`src/rtl/data_mem_loader_if.sv`:
```
// Byte-stream ingress and data-memory write port of the loader.
interface data_mem_loader_if #(
    parameter int DATA_WIDTH    = 20,
    parameter int ADDRESS_WIDTH = 8
);
    logic [7:0]               in_data;
    logic                     in_valid;
    logic                     in_ready;
    logic                     mem_write_en;
    logic [ADDRESS_WIDTH-1:0] mem_addr;
    logic [DATA_WIDTH-1:0]    mem_write_data;

    modport master (
        output in_data,
        output in_valid,
        input  in_ready,
        input  mem_write_en,
        input  mem_addr,
        input  mem_write_data
    );

    modport slave (
        input  in_data,
        input  in_valid,
        output in_ready,
        output mem_write_en,
        output mem_addr,
        output mem_write_data
    );
endinterface

```
`src/rtl/data_mem_loader.sv`:
```
// Streams a little-endian byte image into the data memory,
// three bytes per word, holding the CPU until the load is done.
module data_mem_loader #(
    parameter int DATA_WIDTH    = 20,
    parameter int ADDRESS_WIDTH = 8,
    parameter int MEM_SIZE      = 256
) (
    input  logic                     clk,
    input  logic                     rst,
    input  logic                     start,
    input  logic                     abort,
    input  logic [ADDRESS_WIDTH-1:0] start_addr,
    input  logic [ADDRESS_WIDTH:0]   load_count,
    data_mem_loader_if.slave         bus,
    output logic                     cpu_hold,
    output logic                     busy,
    output logic                     done,
    output logic                     error
);
    localparam int CW      = ADDRESS_WIDTH + 1;
    localparam int HI_BITS = DATA_WIDTH - 16;
    localparam logic [CW-1:0] MEM_WORDS = CW'(MEM_SIZE);

    typedef enum logic [2:0] {
        IDLE, BYTE0, BYTE1, BYTE2, WRITE, DONE
    } state_t;

    state_t                   state;
    state_t                   state_nxt;
    logic [ADDRESS_WIDTH-1:0] addr_cnt;
    logic [CW-1:0]            remaining;
    logic [7:0]               byte0;
    logic [7:0]               byte1;
    logic [7:0]               hi_bits;
    logic                     start_ok;
    logic                     xfer;

    assign start_ok = start && !abort
                   && (state == IDLE || state == DONE);
    assign xfer     = bus.in_valid && bus.in_ready && !abort;
    assign hi_bits  = bus.in_data >> HI_BITS;

    assign bus.in_ready     = (state == BYTE0) || (state == BYTE1)
                           || (state == BYTE2);
    assign bus.mem_write_en = (state == WRITE);
    assign busy             = bus.in_ready || bus.mem_write_en;
    assign cpu_hold         = busy;
    assign done             = (state == DONE);

    always_ff @(posedge clk or negedge rst) begin
        if (!rst) state <= IDLE;
        else      state <= state_nxt;
    end

    always_comb begin
        state_nxt = state;
        unique case (state)
            IDLE, DONE: begin
                if (start_ok)
                    state_nxt = (load_count == '0) ? DONE : BYTE0;
            end
            BYTE0: begin
                if (abort)     state_nxt = IDLE;
                else if (xfer) state_nxt = BYTE1;
            end
            BYTE1: begin
                if (abort)     state_nxt = IDLE;
                else if (xfer) state_nxt = BYTE2;
            end
            BYTE2: begin
                if (abort)     state_nxt = IDLE;
                else if (xfer) state_nxt = WRITE;
            end
            WRITE: begin
                if (abort)                    state_nxt = IDLE;
                else if (remaining == CW'(1)) state_nxt = DONE;
                else                          state_nxt = BYTE0;
            end
            default: state_nxt = IDLE;
        endcase
    end

    always_ff @(posedge clk or negedge rst) begin
        if (!rst) begin
            addr_cnt           <= '0;
            remaining          <= '0;
            byte0              <= '0;
            byte1              <= '0;
            error              <= 1'b0;
            bus.mem_addr       <= '0;
            bus.mem_write_data <= '0;
        end else begin
            if (start_ok) begin
                addr_cnt  <= start_addr;
                remaining <= (load_count > MEM_WORDS) ? MEM_WORDS
                                                      : load_count;
                error     <= (load_count > MEM_WORDS);
            end
            if (xfer && state == BYTE0) byte0 <= bus.in_data;
            if (xfer && state == BYTE1) byte1 <= bus.in_data;
            // Word and address are captured so they hold after the strobe.
            if (xfer && state == BYTE2) begin
                bus.mem_addr       <= addr_cnt;
                bus.mem_write_data <= {bus.in_data[DATA_WIDTH-17:0],
                                       byte1, byte0};
                if (hi_bits != 8'd0) error <= 1'b1;
            end
            if (state == WRITE) begin
                addr_cnt  <= addr_cnt + ADDRESS_WIDTH'(1);
                remaining <= remaining - CW'(1);
            end
        end
    end
endmodule

```
`src/flat_wrapper.sv`:
```
// flat-port wrapper written by rule: the top's interface ports become plain ports
module data_mem_loader_flat 
#(
    parameter int DATA_WIDTH    = 20,
    parameter int ADDRESS_WIDTH = 8,
    parameter int MEM_SIZE      = 256
)
  (clk, rst, start, abort, start_addr, load_count, cpu_hold, busy, done, error, bus_in_data, bus_in_valid, bus_in_ready, bus_mem_write_en, bus_mem_addr, bus_mem_write_data);
  data_mem_loader_if #(.DATA_WIDTH(DATA_WIDTH), .ADDRESS_WIDTH(ADDRESS_WIDTH)) bus_i ();
  input  logic clk;
  input  logic rst;
  input  logic start;
  input  logic abort;
  input  logic [ADDRESS_WIDTH-1:0] start_addr;
  input  logic [ADDRESS_WIDTH:0] load_count;
  output logic cpu_hold;
  output logic busy;
  output logic done;
  output logic error;
  input wire logic [$bits(bus_i.in_data)-1:0] bus_in_data;
  input wire logic [$bits(bus_i.in_valid)-1:0] bus_in_valid;
  output wire logic [$bits(bus_i.in_ready)-1:0] bus_in_ready;
  output wire logic [$bits(bus_i.mem_write_en)-1:0] bus_mem_write_en;
  output wire logic [$bits(bus_i.mem_addr)-1:0] bus_mem_addr;
  output wire logic [$bits(bus_i.mem_write_data)-1:0] bus_mem_write_data;
  assign bus_i.in_data = bus_in_data;
  assign bus_i.in_valid = bus_in_valid;
  assign bus_in_ready = bus_i.in_ready;
  assign bus_mem_write_en = bus_i.mem_write_en;
  assign bus_mem_addr = bus_i.mem_addr;
  assign bus_mem_write_data = bus_i.mem_write_data;
  data_mem_loader #(.DATA_WIDTH(DATA_WIDTH), .ADDRESS_WIDTH(ADDRESS_WIDTH), .MEM_SIZE(MEM_SIZE)) u_core (.clk(clk), .rst(rst), .start(start), .abort(abort), .start_addr(start_addr), .load_count(load_count), .bus(bus_i), .cpu_hold(cpu_hold), .busy(busy), .done(done), .error(error));
endmodule
```
`config.mk`:
```
export PLATFORM = sky130hd
export DESIGN_NAME = data_mem_loader_flat
export DESIGN_NICKNAME = d
export VERILOG_FILES = /design/src/rtl/data_mem_loader_if.sv /design/src/rtl/data_mem_loader.sv /design/src/flat_wrapper.sv
export SDC_FILE = /design/constraint.sdc
export NUM_CORES = 1
export LEC_CHECK = 0
export CORE_UTILIZATION = 56
export CTS_CLUSTER_SIZE = 8
export DETAILED_ROUTE_END_ITERATION = 8
export DONT_BUFFER_PORTS = 1
export PLACE_DENSITY = 0.74
export SYNTH_ARGS = -nofsm -noshare
export SYNTH_HDL_FRONTEND = slang
export SYNTH_SLANG_ARGS = --single-unit
```
`constraint.sdc`:
```
create_clock -name clk -period 1.9 [get_ports clk]
set_clock_uncertainty 0.2 [all_clocks]
set_input_delay 0.38 -clock clk [delete_from_list [all_inputs] [get_ports clk]]
set_output_delay 0.38 -clock clk [all_outputs]
set_load 0.02 [all_outputs]
```
# Word level (Yosys, flattened, before mapping)
# Index checks and enable logic that the tools add are counted.
dict set report totals {
  romBits 0
  memories 0
  ram_bits 0
  latchBits 0
  register_bits 65
}
dict set report classes {
  eq_ne 10
  add_sub_neg 2
  n_div 0
  bitwise 0
  mul 0
  n_mux 19
  n_shift 0
  reduce_logical 18
  order_cmp 1
}
# op n
set ops {}
lappend ops {{3-bit two-way mux} 10}
lappend ops {{9-bit two-way mux} 3}
lappend ops {{8-bit two-way mux} 2}
lappend ops {{3-bit case mux with 5 select lines} 1}
lappend ops {{9-bit by 1-bit == test with 1-bit output (second input constant)} 1}
lappend ops {{9-bit greater-than comparator (second input constant)} 1}
lappend ops {{9-bit zero test} 1}
lappend ops {{3-bit by 2-bit inequality test with 1-bit output (second input constant)} 3}
lappend ops {{9-bit by 1-bit subtractor with 9-bit output (second input constant)} 1}
lappend ops {{8-bit by 1-bit adder with 8-bit output (second input constant)} 1}
lappend ops {{8-bit nonzero test} 1}
lappend ops {{1-bit logical AND} 7}
lappend ops {{3-bit by 2-bit == test with 1-bit output (second input constant)} 2}
lappend ops {{3-bit == test (second input constant)} 2}
lappend ops {{1-bit logical OR} 4}
lappend ops {{4-bit AND reduction} 1}
lappend ops {{3-bit by 1-bit == test with 1-bit output (second input constant)} 1}
lappend ops {{3-bit zero test} 1}
lappend ops {{1-bit two-way mux} 3}
lappend ops {{2-bit by 1-bit inequality test with 1-bit output (second input constant)} 1}
lappend ops {{2-bit nonzero test} 1}
lappend ops {{2-bit OR reduction} 1}
lappend ops {{1-bit zero test} 1}

# Depth between registers and ports, before layout
# Gate-level depths: netlist of run 1.
dict set report logic_depth {
  ltp_word 8
  depth_mapped 7
  ltp_nobuf 6
}

# Least setup slack after synthesis of run 1
# No wires, ideal clock.
dict set report synth_timing {
  path_type {input to register}
  startpoint {input port abort}
  endpoint {register u_core.remaining[3]}
  path_slack_ns -0.042
  path_stages 7
  n_path_buf 3
  arrival_time_ns 1.615
  path_cell_list {buf_6 > or3b_4 > or2_1 > buf_6 > buf_6 > a32oi_1 > o21ai_1}
}
dict set report synth_via {
  elab_chain_len 4
}
# element line
set synth_lines {}
lappend synth_lines {{start, declared} flat_wrapper.sv:13} ;# input logic abort;
lappend synth_lines {{1-bit zero test} data_mem_loader.sv:38} ;# assign start_ok = start && !abort
lappend synth_lines {{1-bit logical AND} data_mem_loader.sv:38}
lappend synth_lines {{1-bit logical AND} data_mem_loader.sv:39} ;# && (state == IDLE || state == DONE);
lappend synth_lines {{2-bit nonzero test (no source line)} -}
lappend synth_lines {{end signal, assigned} data_mem_loader.sv:95} ;# remaining <= (load_count > MEM_WORDS) ? MEM_WORDS
lappend synth_lines {{end signal, assigned} data_mem_loader.sv:110} ;# remaining <= remaining - CW'(1);
lappend synth_lines {{end, declared} data_mem_loader.sv:31} ;# logic [CW-1:0] remaining;
# No other way between the ends.
# A chain may end at the register's enable or synchronous reset.

# Final worst setup path of run 1
dict set report layout_timing {
  startpoint {register u_core.state[1]}
  endpoint {output port bus_mem_write_en}
}
dict set report layout_via {
  elab_chain_len 1
}
# element line
set layout_lines {}
lappend layout_lines {{start, declared} data_mem_loader.sv:28} ;# state_t state;
lappend layout_lines {{start signal, assigned} data_mem_loader.sv:52} ;# else state <= state_nxt;
lappend layout_lines {{3-bit == test} data_mem_loader.sv:45} ;# assign bus.mem_write_en = (state == WRITE);
lappend layout_lines {{end, declared} flat_wrapper.sv:23} ;# output wire logic [$bits(bus_i.mem_write_en)-1:0] bus_mem_write_en;
# No other way between the ends.

==> results of run 1 <==
-- critical path, cell delays in order (launching register included) --
cell     delay (ns)
dfrtp_1        0.43
or3b_4         0.45
inv_4          0.07
buf_6          0.11
-- through the flow --
stage	power [mW]	setup TNS, ns	util (%)	instance area [um^2]
after floorplan	2.64	-0.0555	-	2980
after global placement	2.84	-0.0398	63.0	3220
after detailed placement	2.88	-0.0987	63.0	3220
after CTS	4.02	-0.185	72.1	3680
after global routing	4.24	-0.666	73.3	3740
final	4.03	-0.243	73.3	3740
-- sequential cells by signal (all words and copies together) (netlist names) --
signal	flops
u_core.state	3
u_core.bus.mem_addr	8
u_core.addr_cnt	8
u_core.byte1	8
u_core.byte0	8
u_core.error	1
u_core.bus.mem_write_data	20
u_core.remaining	9
-- worst max-delay path by stage --
stage / from / to / slack (ns)
5_1_grt: u_core.state[2] / bus_mem_write_en / -0.1
2_1_floorplan: abort / u_core.remaining[3] / -0.02
3_3_place_gp: u_core.remaining[6] / u_core.remaining[8] / -0.04
6_report: u_core.state[1] / bus_mem_write_en / -0.07
3_5_place_dp: u_core.remaining[6] / u_core.remaining[8] / -0.08
4_1_cts: u_core.state[0] / u_core.remaining[8] / -0.06
-- cell type report --
type | instances | area [um^2] | share of cell area [%]
clock inverter | 6 | 41.3 | 1.10
inverter | 5 | 21.3 | 0.568
tap | 70 | 87.6 | 2.34
multi-input combinational | 157 | 1300 | 34.8
timing repair buffer | 60 | 526 | 14.0
clock buffer | 10 | 138 | 3.68
sequential | 65 | 1630 | 43.4
-- power by group through the flow --
stage / Combinational, mW / Sequential, mW / Clock [mW]
6_report: 0.820 / 2.16 / 1.06
5_1_grt: 0.892 / 2.21 / 1.13
4_1_cts: 0.788 / 2.16 / 1.08
3_5_place_dp: 0.707 / 2.17 / 0
3_3_place_gp: 0.686 / 2.15 / 0
2_1_floorplan: 0.535 / 2.10 / 0
-- cells in the final DEF, fill, tap and decap left out, types with 2 or more instances in the layout --
cell type	synthesis	layout
nand2_1	12	12
ha_1	3	3
clkbuf_8	0	10
or4_4	0	3
o21ai_1	1	4
dlygate4sd3_1	0	19
and3_1	2	2
a32oi_1	2	2
or3b_4	1	2
nor3_1	4	4
or3_1	2	2
a22oi_1	2	2
clkinv_2	0	2
mux2_2	44	44
nor2_1	10	9
nand2b_1	2	2
a21oi_1	9	9
nand3_1	8	8
clkinvlp_4	0	3
dfrtp_1	65	65
o21ai_0	10	7
buf_6	3	4
nor4_1	5	5
a221o_1	4	4
buf_4	2	36
a31oi_1	2	2
xor2_1	2	2
inv_1	4	4
-- logic make-up (layout without fill, tap and decap cells) --
| group | after synthesis | after routing | share of synthesized area [%] |
|---|---|---|---|
| muxes | 44 | 44 | 16.7 |
| DFF | 65 | 65 | 54.7 |
| AOI/OAI and AO/OA | 46 | 46 | 11.0 |
| buffers and inverters | 17 | 81 | 3.41 |
| and+or+nand+nor | 61 | 61 | 12.1 |
| adders and majority gates | 3 | 3 | 1.26 |
| xor gates and xnor gates | 3 | 3 | 0.884 |
-- routing by layer --
layer  GRT usage (%)  part of all wire (%)  vias to the layer above
met4            11.1                   2.1                        0
li1                -                     -                     1024
met2            39.8                    51                       84
met5               0                     0                        -
met1            29.3                    41                     1092
met3            8.03                   6.0                       18
-- timing repair --
action                                  4_1_cts  5_1_grt
endpoints found under the setup margin        7       15
endpoints found under the hold margin        98       65
gates cloned                                  0        0
resized for setup                            16        8
setup buffers                                 6        5
pin swaps                                     1        2
==> results.md, run 1 <==
* Overall Global Routing Usage at around 24%
* Ys flop type: dfrtp_1
* Final GP Congestion at 0.919
* Hold_buf cts at 19
* Critical Path RT at ~1.3 ns
* Worst vdd ir at 0.000560 V
* Final Hold Slack at -0.471 ns
* Synth unique cells at 55
* Pleak at 1.70 nW
* Initial Util at approximately three fifths
* Area Overhead vs Synth at 25.9%
* N_diodes at 0
* Largest net degree at the start of global routing at 66
* Max-cap violations at 0
* Synth top cells by count: dfrtp_1, mux2_2, nand2_1
* RSZ-0062 raised after global routing: true
* Leading area contributor after synthesis: dfrtp_1
* Global-route wire length before repair at 9830 um
* Post-Synthesis Cells at approximately 240
* Initial antenna violation count at 0
* Clk_lat worst skew at 0.34 ns
* Residual overflow from global routing at 0
* EDFF count, synth at 0
* Filler-free cell count of the finished design at about 370
* Fmax at between 500 and 600 MHz
* Ports at 64
* Sw Ratio at roughly a third
* Worst Path Class, Setup: reg2out
* Placed cells at 327
* Final setup viols at 6
* Clk pin slew, worst setup/hold paths at ~0.080 ns
* Power Dens Cells at roughly 1100 nW/um^2
* Synthesized Nets at between 200 and 300
* FILL cells at 340
* Number of clock sinks at between 60 and 70
* Number of cells on the worst reg-to-reg path at 4
* Syn avg cell area at 12.4 um^2
* Final hold violation count at 65
* Crit share post-route at 104%
* TritonCTS clock tree: done
* Post-layout minimum cycle time at around 2.0 ns
* Sequential fraction of the synthesis area at between 50% and 60%
* Final HPWL DP at approximately 4200 um
* Max_slew headroom at approximately three quarters
* Reg-to-Reg Start: u_core.remaining[6]
* Type of the most critical hold path: in2async
* Max-slew violations at 0
* Yosys reg bits at 65
* Reg power frac at a little over half
* Via count at 2,218
* WL/cell at between 15 and 20 um
* Synth async-reset ratio at 100%
* Port bufs at 0
* R2r setup slk at -0.06 ns
* Post-Syn Area at 2970 um^2
* Initial drt markers at 100
* Comb power frac at between 20 and 25%
* Die ar. at between 5000 and 6000 um^2
* H-tree lvl count at 3
* Slew @ Worst Pin at approximately 0.38 ns
* Clock network power share at between 20% and 30%
* Most frequent cell after synthesis: dfrtp_1
* Post-layout nets at 331
* Core area at 5110 um^2
* CTS Buffer Depth at 2
* Drt drc at 0
* Pint at 2.73 mW
* Synth top area cells: dfrtp_1, mux2_2, o21ai_0
* Routed WL at 6790 um
* First-pass DRT Iterations at 5
* Failing checks: negative hold slack, negative setup slack
* Vias per cell at 5.95
* Total CTS buffers at 9
* Net load switching power at around 1.3 mW
* Synth top area share at 54.7%
* Layout cells sized above 1 at 39.6%
* FF-to-FF End: u_core.remaining[8]
* Chip Width at approximately 75 um
* Kind of end point of the critical path: output pin
* Post-layout worst setup margin at -0.0682 ns
* Row cnt at 26
* YS warnings at 0
* Vias in the first global route at about 2,100
* Place WS at -0.0764 ns
* Die height at ~75 um
* CP arrival at between 1 and 1.5 ns
* DRT antenna net count at 0
* Root Buffer: clkbuf_8
* Status: finished, violations left
* CP Max Fanout at 4
* Startpoint Class: flop
Note: power is estimated with default switching activity, not from simulation.
==> inputs of run 2 (changes only) <==
SLEW_MARGIN = 25   (was not set)
==> results of run 2 <==
The final DEF is identical to that of run 1; final timing and power are the same.
